## src/rtl/mem_bus_ctlr.sv

```systemverilog
// rtl/mem_bus_ctlr.sv - v810 bus-cycle controller: region decode, strobes, wait states, timeout
module mem_bus_ctlr #(
  parameter logic [31:0] R0_MATCH = 32'h0000_0000,
  parameter logic [31:0] R0_MASK  = 32'h8000_0000,
  parameter int          R0_WS    = 0,
  parameter bit          R0_W16   = 1'b0,
  parameter logic [31:0] R1_MATCH = 32'hFFF0_0000,
  parameter logic [31:0] R1_MASK  = 32'hFFF0_0000,
  parameter int          R1_WS    = 2,
  parameter bit          R1_W16   = 1'b1,
  parameter logic [31:0] R2_MATCH = 32'h0200_0000,
  parameter logic [31:0] R2_MASK  = 32'hFF00_0000,
  parameter int          R2_WS    = 1,
  parameter bit          R2_W16   = 1'b0,
  parameter int          TIMEOUT  = 63
) (
  input  logic        CLK,
  input  logic        RESn,
  input  logic        CE,
  input  logic [31:0] A,
  input  logic        BCYSTn,
  input  logic        MRQn,
  input  logic        DAn,
  input  logic        RW,
  input  logic [3:0]  BEn,
  output logic        READYn,
  output logic        SZRQn,
  output logic [2:0]  CSn,
  output logic        OEn,
  output logic        WEn,
  output logic        BUSERR,
  output logic [31:0] BUSERR_A
);

  localparam logic [7:0] WS0  = (R0_WS > 15) ? 8'd15 : 8'(R0_WS);
  localparam logic [7:0] WS1  = (R1_WS > 15) ? 8'd15 : 8'(R1_WS);
  localparam logic [7:0] WS2  = (R2_WS > 15) ? 8'd15 : 8'(R2_WS);
  localparam logic [7:0] TOUT_CNT = 8'(TIMEOUT);

  typedef enum logic [1:0] {IDLE, WAIT, ACK, TOUT} state_t;

  state_t      state;
  logic [7:0]  cnt;
  logic [31:0] a_q;
  logic [3:0]  ben_q;
  logic        w16_q;

  logic        dec_mapped;
  logic        dec_w16;
  logic [7:0]  dec_ws;
  logic [2:0]  dec_csn;

  // A 16-bit port needs a second transfer only when both halfwords carry enabled bytes.
  function automatic logic spans_halves(input logic [3:0] ben);
    return (ben[1:0] != 2'b11) && (ben[3:2] != 2'b11);
  endfunction

  always_comb begin
    dec_mapped = 1'b1;
    dec_w16    = 1'b0;
    dec_ws     = TOUT_CNT;
    dec_csn    = 3'b111;
    if (!MRQn && ((A & R0_MASK) == R0_MATCH)) begin
      dec_w16 = R0_W16;
      dec_ws  = WS0;
      dec_csn = 3'b110;
    end else if (!MRQn && ((A & R1_MASK) == R1_MATCH)) begin
      dec_w16 = R1_W16;
      dec_ws  = WS1;
      dec_csn = 3'b101;
    end else if (!MRQn && ((A & R2_MASK) == R2_MATCH)) begin
      dec_w16 = R2_W16;
      dec_ws  = WS2;
      dec_csn = 3'b011;
    end else begin
      dec_mapped = 1'b0;
    end
  end

  always_ff @(posedge CLK or negedge RESn) begin
    if (!RESn) begin
      state    <= IDLE;
      cnt      <= 8'd0;
      a_q      <= 32'd0;
      ben_q    <= 4'hF;
      w16_q    <= 1'b0;
      READYn   <= 1'b1;
      SZRQn    <= 1'b1;
      CSn      <= 3'b111;
      OEn      <= 1'b1;
      WEn      <= 1'b1;
      BUSERR   <= 1'b0;
      BUSERR_A <= 32'd0;
    end else if (CE) begin
      BUSERR <= 1'b0;
      // A new cycle may start from IDLE or straight out of ACK (back-to-back).
      if ((state == IDLE || state == ACK) && !BCYSTn) begin
        a_q    <= A;
        ben_q  <= BEn;
        w16_q  <= dec_w16;
        READYn <= 1'b1;
        SZRQn  <= 1'b1;
        if (dec_mapped) begin
          CSn <= dec_csn;
          OEn <= ~RW;
          WEn <= RW;
          if (dec_ws == 8'd0) begin
            state  <= ACK;
            cnt    <= 8'd0;
            READYn <= 1'b0;
            SZRQn  <= ~(dec_w16 && spans_halves(BEn));
          end else begin
            state <= WAIT;
            cnt   <= dec_ws;
          end
        end else begin
          CSn   <= 3'b111;
          OEn   <= 1'b1;
          WEn   <= 1'b1;
          cnt   <= TOUT_CNT;
          state <= TOUT;
        end
      end else begin
        case (state)
          // Leaving on count 1 makes the access latency exactly WS+1 CE cycles.
          WAIT: if (!DAn) begin
            cnt <= cnt - 8'd1;
            if (cnt == 8'd1) begin
              state  <= ACK;
              READYn <= 1'b0;
              SZRQn  <= ~(w16_q && spans_halves(ben_q));
            end
          end
          TOUT: begin
            cnt <= cnt - 8'd1;
            if (cnt == 8'd1) begin
              state    <= ACK;
              READYn   <= 1'b0;
              SZRQn    <= 1'b1;
              BUSERR   <= 1'b1;
              BUSERR_A <= a_q;
            end
          end
          ACK: begin
            state  <= IDLE;
            READYn <= 1'b1;
            SZRQn  <= 1'b1;
            CSn    <= 3'b111;
            OEn    <= 1'b1;
            WEn    <= 1'b1;
          end
          default: state <= IDLE;
        endcase
      end
    end
  end

endmodule

```

## config.mk

```make
export PLATFORM = sky130hd
export DESIGN_NAME = mem_bus_ctlr
export DESIGN_NICKNAME = d
export VERILOG_FILES = /design/src/rtl/mem_bus_ctlr.sv
export SDC_FILE = /design/constraint.sdc
export NUM_CORES = 1
export LEC_CHECK = 0
export ABC_AREA = 1
export CORE_ASPECT_RATIO = 2
export CORE_UTILIZATION = 30
export DETAILED_ROUTE_END_ITERATION = 10
export PLACE_DENSITY_LB_ADDON = 0.2
export SYNTH_ARGS = -nofsm -noshare
export SYNTH_HDL_FRONTEND = slang
export SYNTH_SLANG_ARGS = --single-unit
```

## constraint.sdc

```tcl
create_clock -name CLK -period 2.75 [get_ports CLK]
set_clock_uncertainty 0.2 [all_clocks]
set_input_delay 0.55 -clock CLK [delete_from_list [all_inputs] [get_ports CLK]]
set_output_delay 0.55 -clock CLK [all_outputs]
set_load 0.01 [all_outputs]
```

## Word level (Yosys, flattened, before mapping)

Cells that the tools add are included.

- Logic and storage cells: 100
- Input bits: 43
- Register bits after elaboration: 87

- Add/sub/neg operators: 1
- Equal/unequal tests: 13
- Reduce and logical (&&, ||, !) cells: 24
- Bitwise gates (word level): 4
- Mux-type cells: 46

Operator list:

| kind | number |
|---|---|
| $mux 8 | 5 |
| $logic_not 32->1 | 1 |
| $mux 1 | 24 |
| $mux 3 | 6 |
| $pmux 8 s2 | 1 |
| $eq 12x12->1 const B | 1 |
| $mux 6 | 2 |
| $mux 2 | 5 |
| $ne 3x3->1 const B | 3 |
| $eq 8x1->1 const B | 1 |
| $eq 8x2->1 const B | 1 |
| $logic_and 1x1->1 | 8 |
| $logic_not 8->1 | 1 |
| $ne 2x2->1 const B | 4 |
| $sub 8x1->8 const B | 1 |
| $pmux 1 s3 | 2 |
| $reduce_and 2->1 | 3 |
| $reduce_and 3->1 | 2 |
| $reduce_and 5->1 | 1 |
| $eq 2x2->1 const B | 2 |
| $not 1->1 | 4 |
| $pmux 2 s2 | 1 |
| $reduce_and 4->1 | 1 |
| $reduce_bool 4->1 | 1 |
| 6 further kinds | 7 |

## Depth between registers and ports, before layout

- Word-level depth: 9
- Depth in mapped cells: 9
- Gate-level depth less buffers: 9

## Worst setup path after synthesis

OpenSTA, ideal clock, no wires.

- Path type: register to register
- Start: register cnt[1]
- End: register BUSERR_A[0]
- Cell stages (with the launch flop): 10
- Data arrival time: 1.246 ns
- Data required time: 2.420 ns
- Setup time: 0.130 ns
- Period minus slack after synthesis: 1.576 ns
- Setup slack: 1.174 ns
- Cell sequence: dfrtp_1 > inv_1 > ha_1 > nand2_1 > nor2_2 > nand4_2 > buf_6 > buf_6 > nand2_1 > o21ai_1

- Cells in the longest elaborated chain, start to end: 2

Ends and longest elaborated chain:

| item | line | text |
|---|---|---|
| start, declared | 43 | `logic [7:0] cnt;` |
| start signal, assigned | 114 | `cnt <= dec_ws;` |
| start signal, assigned | 127 | `cnt <= cnt - 8'd1;` |
| start signal, assigned | 135 | `cnt <= cnt - 8'd1;` |
| $eq 8x1->1 | 136 | `if (cnt == 8'd1) begin` |
| $reduce_and 4->1 (no source line) | - |  |
| end signal, assigned | 141 | `BUSERR_A <= a_q;` |
| end, declared | 32 | `output logic [31:0] BUSERR_A` |

No other way between the ends.
A chain may end at the register's enable or synchronous reset.

## Final worst setup path

- Start: register SZRQn
- End: output SZRQn

RTL lines:

| item | line | text |
|---|---|---|
| start, declared | 27 | `output logic SZRQn,` |
| start signal, assigned | 111 | `SZRQn <= ~(dec_w16 && spans_halves(BEn));` |
| start signal, assigned | 131 | `SZRQn <= ~(w16_q && spans_halves(ben_q));` |

No word-level cell between the ends.

==> impl_metrics.csv <==
group,metric,value,unit
clocking,clock_sinks,87,
route,dr.first_iter.drc_count,154,
critical_path,crit_chain,"clkdlybuf4s50_1",
timing,min_period,2168,ps
final_layout,mostFrequentLayoutCells,"nand2_1 (129), clkdlybuf4s50_1 (81), dfrtp_1 (76), inv_1 (50), o21ai_0 (42)",
global_routing,grt_max_degree,66,
place,place_hpwl,6.262,mm
power_and_ir_drop,vdd_drop_max,0.4080,mV
final_layout,final_cell_area,4995,sq um
timing,worst_pin_slew,529.1,ps
clocking,clk_latency,330,ps
worst_hold_path,min_path_cells,2,
logic_synthesis,yosys_warnings,0,
place,gp_congestion,0.9100,
critical_path,r2r_end,"BUSERR_A[12]",
critical_path,setup.worst_path.class,"reg2out",
route,wl,8.669,mm
clocking,cts_setup_buffers,0,
critical_path,rrSetupSlack,680,ps
global_routing,track_usage,0.1430,
logic_synthesis,synth_fp_nets,457,
global_routing,grt_first_pass_wirelength,13.86,mm
logic_synthesis,synth_seq_cells,87,
logic_synthesis,yosysSeqAreaShare,0.5870,
clocking,cts.path.max_buffers,2,
timing,whs,271.6,ps
power_and_ir_drop,switchingPower,1701,uW
clocking,tritoncts.num_buffers,9,
die,rows,57,
critical_path,path_buf_inv,1,
die,die_area,12920,sq um
power_and_ir_drop,swShare,0.3380,
clocking,cts_max_level,3,
critical_path,cpLargestDelayFamily,"flip-flops",
critical_path,endpoint_kind,"primary output",
timing,finalMaxSlewViolations,0,
critical_path,r2r_start,"cnt[3]",
timing,fmax,461.3,MHz
logic_synthesis,synth_cell_types,25,
timing,finalHoldViolCount,0,
timing,tns,0,ps
critical_path,crit_fanout,2,
power_and_ir_drop,internal_power,3331,uW
die,ios,83,
critical_path,critPathLaunchType,"register",
job,maxCapViolations,0,
final_layout,nNetsFinal,541,
timing,setup_viol,0,
timing,post-route-period-util,0.7883,
logic_synthesis,avgSynthCellArea,9.059,sq um
worst_hold_path,min_to,"READYn",
route,wl_per_cell,13.38,microns
power_and_ir_drop,power_frac_seq,0.426,
place,dp.cells,631,
place,place_ws,394.1,ps
global_routing,grt_pass1_vias,2936,
final_layout,area_growth_syn_to_layout,33.82,%
place,io_buffer_count,82,
die,initial_core_util,0.3078,
clocking,root_buffer,"clkbuf_16",
global_routing,overflow,0,
route,drcViolationCount,0,
critical_path,cpPeakStageDelay,550,ps
worst_hold_path,min_from,"READYn",
power_and_ir_drop,leakage,0.002312,uW
power_and_ir_drop,combPwrFrac,0.345,
logic_synthesis,syn-cell-area,3732,sq um
critical_path,arrival,1420,ps
outcome,status,"finished, final reports clean",
critical_path,worstPathRequired,2000,ps
route,via_per_inst,4.534,
die,die_y,159.7,microns
route,firstDrtPassIters,4,
die,die_x,80.87,microns
route,num_vias,2938,
final_layout,antennaDiodeCount,0,
power_and_ir_drop,powerDensity,1007,nW/um^2
critical_path,reg2reg_depth,7,
clocking,clkTransAtPathRegs,60,ps
route,antenna_left,0,
global_routing,antenna_found_initial,0,
final_layout,stdcell_count,648,
clocking,tritoncts,"done",
die,core_area,12120,sq um
final_layout,layout_commonest_cell,"nand2_1",
critical_path,cp_slowest_cell,"dfstp_2",
power_and_ir_drop,clkPwrFrac,0.229,
place,dpl_cell_area,4701,sq um
timing,slew_headroom,0.6473,
timing,setup_ws,582.3,ps
final_layout,drive_above_1_share,0.1277,
timing,grt_setup_unrepaired,"false",
worst_hold_path,holdCritPathClass,"reg2reg",
logic_synthesis,syn_inst,412,
==> sequential cells by signal (all words and copies together) (netlist names) <==
signal and flops:
BUSERR_A 32, ben_q 4, a_q 32, cnt 8
CSn 3, BUSERR 1, SZRQn 1, READYn 1
OEn 1, WEn 1, state 2, w16_q 1
==> power by group through the flow <==
stage	clock [uW]	sequential (uW)	combinational [uW]
floorplan	0	2210	869
global placement	0	2170	1720
detailed placement	0	2180	1750
CTS	1190	2160	1770
global route	1230	2210	1960
finish	1150	2140	1740
==> metal layers <==
layer  up-vias  wire length [microns]  global-route usage  part of all wire
li1       1459                      -                   -                 -
met1      1392                   3586              0.1615              0.41
met2        71                   4455              0.2429              0.51
met3        16                    330             0.02914             0.038
met4         0                    297             0.07955             0.034
met5         -                      0                   0                 0
==> through the flow <==
stage          power [uW]  utilization
3_3_place_gp         3890       0.3877
3_5_place_dp         3933       0.3877
4_1_cts              5112       0.4120
5_1_grt              5399       0.4120
2_1_floorplan        3078            -
6_report             5032       0.4120
==> cell families (layout without fill, tap and decap cells) <==
group	Yosys count	in the layout	share of synthesized area
buffers and inverters	66	155	0.08280
AND/OR/NAND/NOR	177	177	0.1918
flip-flops	87	87	0.5870
AO/OA/AOI/OAI	80	80	0.1317
adder cells (fa/ha/maj)	2	2	0.006704
==> layout make-up <==
cell class / instances / area [sq um]
sequential: 87 / 2191
clock inverter: 5 / 41.29
multi-input combinational: 259 / 1241
fill: 1223 / 7129
clock buffer: 11 / 242.7
inverter: 51 / 191.4
timing repair buffer: 88 / 903.4
tap: 147 / 183.9
==> cell usage after synthesis <==
library cell	instances	area [sq um]
or2_2	1	6.260
inv_2	1	3.750
buf_4	1	7.510
dfrtp_1	76	1902
buf_2	4	20.02
o21ai_1	9	45.04
nand2_1	129	484.2
nand2_2	2	12.51
ha_1	2	25.02
o21ai_2	23	201.4
nor3_1	2	10.01
nand3_1	13	65.06
nand4_2	1	12.51
a21o_1	1	7.510
inv_1	50	187.7
clkbuf_1	3	11.26
nand4_1	1	6.260
nor2_2	4	25.02
nand3b_1	1	7.510
nor2_1	23	86.33
a21oi_1	4	20.02
o21ai_0	42	210.2
buf_6	7	78.83
o21a_1	1	7.510
dfstp_2	11	289.0
==> worst register-to-register path: cells and delay by family (launching register included) <==
family,cells,cell delay (ps)
AO/OA/AOI/OAI,1,50
flip-flops,1,440
buffers and inverters,1,320
AND/OR/NAND/NOR,5,940
==> worst max-delay path by stage <==
stage,from,end,slack (ps),cells after the start
finish,SZRQn,SZRQn,580,1
global route,SZRQn,SZRQn,540,1
CTS,SZRQn,SZRQn,550,1
detailed placement,CE,BUSERR_A[12],390,5
global placement,CE,BUSERR_A[9],440,5
floorplan,cnt[1],BUSERR_A[0],1170,9
==> what timing repair did <==
action / in CTS / in global routing
gates resized for setup: 0 / 0
hold buffers: 1 / 0
hold endpoints to repair: 7 / 0
Note: power is estimated with default switching activity, not from simulation.
